File: src/rtl/caravel_clock_monitor.sv
// Frequency monitor: counts synchronized rising edges of mon_in over a
// programmable window of clk cycles and range-checks each result.
module caravel_clock_monitor #(
  parameter int WINDOW_BITS = 16,
  parameter int COUNT_BITS  = 12
) (
  input  logic                   clk,
  input  logic                   resetb,
  input  logic                   enable,
  input  logic                   mon_in,
  input  logic [WINDOW_BITS-1:0] window_len,
  input  logic [COUNT_BITS-1:0]  lo_limit,
  input  logic [COUNT_BITS-1:0]  hi_limit,
  input  logic                   fault_clear,
  output logic [COUNT_BITS-1:0]  count,
  output logic                   valid,
  output logic                   too_slow,
  output logic                   too_fast,
  output logic                   overflow,
  output logic                   fault_sticky,
  output logic                   busy
);

  typedef enum logic [1:0] {IDLE, SETTLE, MEASURE} state_t;

  localparam logic [COUNT_BITS-1:0] CNT_MAX = '1;

  state_t                 state_q;
  logic                   s1_q, s2_q, s3_q;
  logic [1:0]             settle_q;
  logic [WINDOW_BITS-1:0] wcnt_q;
  logic [COUNT_BITS-1:0]  ecnt_q;
  logic                   sat_q;
  logic [COUNT_BITS-1:0]  count_q;
  logic                   valid_q, slow_q, fast_q, ovf_q, fault_q, busy_q;

  logic                   edge_det;
  logic                   clip_d;
  logic [COUNT_BITS-1:0]  result_d;
  logic                   slow_d, fast_d;

  // Saturating increment: the counter sticks at all-ones instead of wrapping.
  function automatic logic [COUNT_BITS-1:0] sat_inc(input logic [COUNT_BITS-1:0] v,
                                                    input logic inc);
    if (inc && (v != CNT_MAX)) sat_inc = v + COUNT_BITS'(1);
    else                       sat_inc = v;
  endfunction

  always_comb begin
    edge_det = s2_q & ~s3_q;
    clip_d   = edge_det & (ecnt_q == CNT_MAX);
    result_d = sat_inc(ecnt_q, edge_det);
    slow_d   = (result_d < lo_limit);
    fast_d   = (result_d > hi_limit);
  end

  always_ff @(posedge clk or negedge resetb) begin
    if (!resetb) begin
      state_q  <= IDLE;
      s1_q     <= 1'b0;
      s2_q     <= 1'b0;
      s3_q     <= 1'b0;
      settle_q <= 2'd0;
      wcnt_q   <= '0;
      ecnt_q   <= '0;
      sat_q    <= 1'b0;
      count_q  <= '0;
      valid_q  <= 1'b0;
      slow_q   <= 1'b0;
      fast_q   <= 1'b0;
      ovf_q    <= 1'b0;
      fault_q  <= 1'b0;
      busy_q   <= 1'b0;
    end else begin
      s1_q    <= mon_in;
      s2_q    <= s1_q;
      s3_q    <= s2_q;
      valid_q <= 1'b0;
      if (fault_clear) fault_q <= 1'b0;

      if (!enable) begin
        // Any partial window is dropped; published results are left untouched.
        state_q <= IDLE;
        busy_q  <= 1'b0;
      end else begin
        case (state_q)
          IDLE: begin
            state_q  <= SETTLE;
            busy_q   <= 1'b1;
            settle_q <= 2'd0;
            wcnt_q   <= window_len;
          end
          SETTLE: begin
            if (settle_q == 2'd2) begin
              state_q <= MEASURE;
              ecnt_q  <= '0;
              sat_q   <= 1'b0;
            end else begin
              settle_q <= settle_q + 2'd1;
            end
          end
          MEASURE: begin
            if (wcnt_q == '0) begin
              // Publish and immediately start the next window with no gap.
              count_q <= result_d;
              valid_q <= 1'b1;
              slow_q  <= slow_d;
              fast_q  <= fast_d;
              ovf_q   <= sat_q | clip_d;
              if (slow_d | fast_d) fault_q <= 1'b1;
              ecnt_q  <= '0;
              sat_q   <= 1'b0;
              wcnt_q  <= window_len;
            end else begin
              ecnt_q <= result_d;
              sat_q  <= sat_q | clip_d;
              wcnt_q <= wcnt_q - WINDOW_BITS'(1);
            end
          end
          default: begin
            state_q <= IDLE;
            busy_q  <= 1'b0;
          end
        endcase
      end
    end
  end

  assign count        = count_q;
  assign valid        = valid_q;
  assign too_slow     = slow_q;
  assign too_fast     = fast_q;
  assign overflow     = ovf_q;
  assign fault_sticky = fault_q;
  assign busy         = busy_q;

endmodule

File: config.mk
export PLATFORM = sky130hd
export DESIGN_NAME = caravel_clock_monitor
export DESIGN_NICKNAME = d
export VERILOG_FILES = /design/src/rtl/caravel_clock_monitor.sv
export SDC_FILE = /design/constraint.sdc
export NUM_CORES = 1
export LEC_CHECK = 0
export ABC_AREA = 0
export CAP_MARGIN = 20
export CORE_AREA = 10 10 96 98
export DETAILED_ROUTE_END_ITERATION = 10
export DIE_AREA = 0 0 106 108
export PLACE_DENSITY_LB_ADDON = 0.2
export SLEW_MARGIN = 20
export SYNTH_ARGS = -nofsm -noshare
export SYNTH_HDL_FRONTEND = slang
export SYNTH_SLANG_ARGS = --single-unit
File: constraint.sdc
create_clock -name clk -period 5.32 [get_ports clk]
set_input_delay 0.532 -clock clk [delete_from_list [all_inputs] [get_ports clk]]
set_output_delay 0.532 -clock clk [all_outputs]
set_load 0.01 [all_outputs]
-- After elaboration in Yosys (flattened, before gate mapping)
Cells that the tools add are included.
- bits in registers: 54
- logic and storage cells: 71
- input port bits: 45
- output and inout bits: 18
- multiplexer cells: 24
- add/sub/neg operators: 3
- equal/unequal tests: 10
- order comparisons: 2
- bitwise operators: 5
- reductions and logical operators: 12
- operator list (cell ; number):
    $mux 12 ; 3
    $pmux 16 s2 ; 1
    $pmux 12 s2 ; 1
    $logic_not 16->1 ; 1
    $mux 16 ; 1
    $sub 16x1->16 const B ; 1
    $add 12x1->12 const B ; 1
    $eq 12x12->1 const B ; 1
    $gt 12x12->1 ; 1
    $lt 12x12->1 ; 1
    $ne 12x12->1 const B ; 1
    $mux 1 ; 11
    $reduce_and 3->1 ; 3
    $ne 2x2->1 const B ; 4
    $mux 2 ; 3
    $pmux 2 s3 ; 1
    $reduce_bool 2->1 ; 3
    $eq 2x2->1 const B ; 2
    $pmux 1 s2 ; 2
    $pmux 2 s2 ; 1
    $reduce_and 2->1 ; 2
    $ne 3x3->1 const B ; 1
    $add 2x1->2 const B ; 1
    $and 1x1->1 ; 2
    other kinds (6) ; 7

-- Longest topological paths before layout
- depth in word-level cells: 10
- mapped depth: 12
- mapped depth without buffers: 11

-- Worst setup path after synthesis
No wires, ideal clock.
- kind: register to register
- from: register ecnt_q[0]
- to: register fault_q (netlist: fault_sticky)
- slack: 2.321 ns
- clock period less this slack: 2.999 ns
- data required time: 5.191 ns
- arrival time: 2.870 ns
- stages on the path, launching flop included: 11
- path buffers: 0
- library setup time: 0.129 ns
- cells stage by stage: dfrtp_1 -> ha_1 -> nand3_1 -> o41ai_1 -> mux2_2 -> ha_1 -> nor2b_1 -> o211ai_1 -> a211oi_1 -> o311a_1 -> nand3b_1
- longest elaborated chain between the ends: 9
- elaborated cells on any way between the ends: 11
- those cells by class: add/sub: 1; order compare: 2; eq/ne: 1; mux: 5; bitwise: 1; reduce/logical: 1
- RTL lines (item ; line ; text):
    start: declaration ; 32 ; logic [COUNT_BITS-1:0] ecnt_q;
    start signal: assignment ; 115 ; ecnt_q <= result_d;
    branches (longest 2 deep; another with $add 12x1->12) ; - ;
    $mux 12 * ; 45 ; if (inc && (v != CNT_MAX)) sat_inc = v + COUNT_BITS'(1);
    net result_d[1] ; 39 ; logic [COUNT_BITS-1:0] result_d;
    $lt 12x12->1 or $gt 12x12->1 (tied branches) ; 53, 54 ;
    $or 1x1->1 * ; 110 ; if (slow_d | fast_d) fault_q <= 1'b1;
    $mux 1 * ; 110 ;
    $mux 1 * ; 103 ; if (wcnt_q == '0) begin
    $mux 1 * ; 86 ; case (state_q)
    $mux 1 * ; 81 ; if (!enable) begin
    end signal: assignment ; 72 ; fault_q <= 1'b0;
    end signal: assignment ; 79 ; if (fault_clear) fault_q <= 1'b0;
    end signal: assignment ; 110 ;
    end: declaration ; 35 ; logic valid_q, slow_q, fast_q, ovf_q, fault_q, busy_q;
Mark *: on every way through the listed nets, which the timed path passes.
A chain may end at the register's enable or synchronous reset.

-- Worst setup path after layout
- from: register ecnt_q[0]
- to: register fast_q (netlist: too_fast)
- longest elaborated chain between the ends: 4
- elaborated cells on any way between the ends: 5
- those cells by class: add/sub: 1; order compare: 1; eq/ne: 1; mux: 1; reduce/logical: 1
- RTL lines (item ; line ; text):
    branches (longest 2 deep; another with $add 12x1->12) ; - ;
    $mux 12 * ; 45 ;
    net result_d[1] ; 39 ;
    $gt 12x12->1 * ; 54 ; fast_d = (result_d > hi_limit);
    end signal: assignment ; 108 ; fast_q <= fast_d;
    end: declaration ; 35 ;
Marks and branches as above.

==> flow_metrics.tcl <==
set metrics [dict create \
    synth_ff_type "dfrtp_1" \
    drc 0 \
    place_congestion 0.895 \
    cts_resized 0 \
    die_w_um 106 \
    areaGrowthSynthToFinish_pct 22.0 \
    drive_gt1_share_pct 7.42 \
    finalNonFillerCells 547 \
    rsz0062_at_grt "no" \
    drv_slew 0 \
    cp-start-kind "flip-flop" \
    grt_pass1_wl_mm 14.6 \
    fin_setup_tns_ns 0 \
    clkSinkCount 54 \
    clockBufferDepth 2 \
    setup_viol 0 \
    yosys_register_bits 54 \
    clock-root-buffer "clkbuf_8" \
    core_area_um2 7450 \
    ant_nets 0 \
    synth_top_area_share_pct 38.0 \
    p_leak_nw 1.98 \
    wirelength_mm 8.63 \
    cp_max_fo 7 \
    worstPathArrival_ns 3.55 \
    cp_slowest_cell "o41ai_1" \
    hold_viol 0 \
    setup_ws_ns 1.94 \
    synth.most_common_cell "dfrtp_1" \
    status "finished clean" \
    grt_overflow_total 0 \
    antenna_found_initial 0 \
    dp_hpwl_mm 6.49 \
    cp_common_cell "ha_1" \
    yosysWarnings 0 \
    synth_common_cells "dfrtp_1, inv_1, ha_1" \
    grtUsageTotal_pct 15.3 \
    final_nets 520 \
    async_flop_share_pct 100 \
    synth-seq-area-share_pct 38.0 \
    post_cts_buffers 0 \
    crit_chain "ha_1, nand3_1, o41ai_1, mux2_2, ha_1, nor2b_1, o211ai_1, a211oi_1, o311a_1, o21bai_1" \
    maxCapViolCount 0 \
    clock_skew_ns 0.0165 \
    wl_per_cell_um 15.8 \
    synthTopCellsByArea "dfrtp_1, ha_1, mux2_2" \
    worstPathRequired_ns 5.50 \
    synth_nets 461 \
    grt_max_degree 55 \
    dp_slack_ns 1.99 \
    drtIter0Drc 132 \
    mappedNetlistArea_um2 3560 \
    dpl.cell_count 539 \
    fmax_mhz 296 \
    rows 32 \
    worstSkewPairLatency_ns 0.32 \
    syn_inst 385 \
    first_pass_iters 4 \
    synth_edf_count 0 \
    syn_avg_cell_area_um2 9.25 \
    die_h_um 108 \
    routed_via_density 5.51 \
    slew-limit-headroom_pct 43.7 \
    fin_crit_sh_pct 63.5 \
    hold_buffers 0 \
    layout_min_cycle_time_ns 3.38 \
    cts.reportedPaths.clkPinSlew_ns 0.11 \
    ir_drop_v 0.000208 \
    n_antenna_cell 0 \
    synth_cell_types 55 \
    power_mw 1.36 \
    crit_path_end_kind "flip-flop" \
    io_buffers 62 \
    cp_slowest_stage_delay_ns 0.79 \
    crit_type "flip-flop to flip-flop" \
    cts_max_level 2 \
    dieArea_um2 11400 \
    grt_pass1_vias 3012 \
    detailroute.via_count 3012 \
    cts_made_buffers 5 \
    powerDensity_nw_per_um2 313 \
    start_util_pct 47.8 \
    io_pins 63 \
    worst_pin_slew_ns 0.837 \
    cts_tree "done" \
    min_path_type "primary input to asynchronous set/reset pin" \
    yosysTopAreaCell "dfrtp_1" \
]
==> placed cells by master (no fill, tap or decap), drive strengths merged, types with 5 or more instances in the layout <==
cell,netlist,routed
mux2i,6,6
nor2b,6,6
or3,5,5
nor4,7,7
a22oi,5,5
clkbuf,6,5
mux2,14,14
nand4,8,8
nand2,20,20
dfrtp,54,54
o21ai,26,26
a22o,5,5
nand3,25,25
nand2b,6,6
nor3,9,9
a21oi,27,27
nor2,19,19
ha,31,31
clkdlybuf4s50,0,61
inv,41,43
==> layout make-up <==
cell class	count	area [µm²]
fill	685	3110
clock inverter	3	22.5
clock buffer	5	68.8
tap	102	128
inverter	41	154
sequential	54	1350
timing repair buffer	65	638
multi-input combinational	277	1980
==> cells by family (layout without fill, tap and decap cells) <==
kind of cell             after synthesis  count (layout)  synth area share [%]
adder cells (fa/ha/maj)               31              31                  10.9
flip-flops                            54              54                  38.0
multiplexers                          20              20                  6.12
AND/OR/NAND/NOR                      122             122                  18.7
buffers and inverters                 54             114                  6.43
AO/OA/AOI/OAI                         96              96                  17.9
XOR/XNOR                               8               8                  1.97
==> sequential cells by signal, summed over array words and instances, names as in the netlist, 2 cells and up <==
| signal | cells |
|---|---|
| count | 12 |
| wcnt_q | 16 |
| settle_q | 2 |
| state_q | 2 |
| ecnt_q | 12 |
==> stage by stage <==
stage / hold WS, ns / cell area, µm² / util, %
2_1_floorplan: 0.236 / 3560 / -
3_3_place_gp: 0.334 / 4250 / 57.1
3_5_place_dp: 0.346 / 4250 / 57.1
4_1_cts: 0.370 / 4340 / 58.3
5_1_grt: 0.377 / 4340 / 58.3
6_report: 0.320 / 4340 / 58.3
==> critical path: cells and delay by family (launching register included) <==
kind | cells | cell delay (ns)
and+or+nand+nor | 2 | 0.23
muxes | 1 | 0.45
adders and majority gates | 2 | 0.51
DFF | 1 | 0.47
AOI/OAI and AO/OA | 5 | 1.58
==> report_power, final <==
group	total (mW)	switching, mW	internal (mW)
sequential	0.604	0.104	0.501
clock	0.242	0.147	0.0957
combinational	0.511	0.279	0.232
total	1.36	0.529	0.828
==> metal layers <==
metal | wire, µm | global-route usage (%) | vias to the layer above
li1 | - | - | 1520
met1 | 4010 | 20.9 | 1421
met2 | 4110 | 24.3 | 66
met3 | 431 | 3.57 | 5
met4 | 73 | 2.90 | 0
met5 | 0 | 0 | -
==> final timing paths <==
kind / from / to / slack (ns) / cells past startpoint
min reg2reg: s1_q / s2_q / 0.36 / 0
max in group asynchronous: resetb / state_q[0] / 4.51 / 2
max: ecnt_q[0] / too_fast / 1.94 / 10
min: resetb / count[7] / 0.32 / 2
min in group clk: s1_q / s2_q / 0.36 / 0
max reg2reg: ecnt_q[0] / too_fast / 1.94 / 10
(Power assumes the default switching activity.)
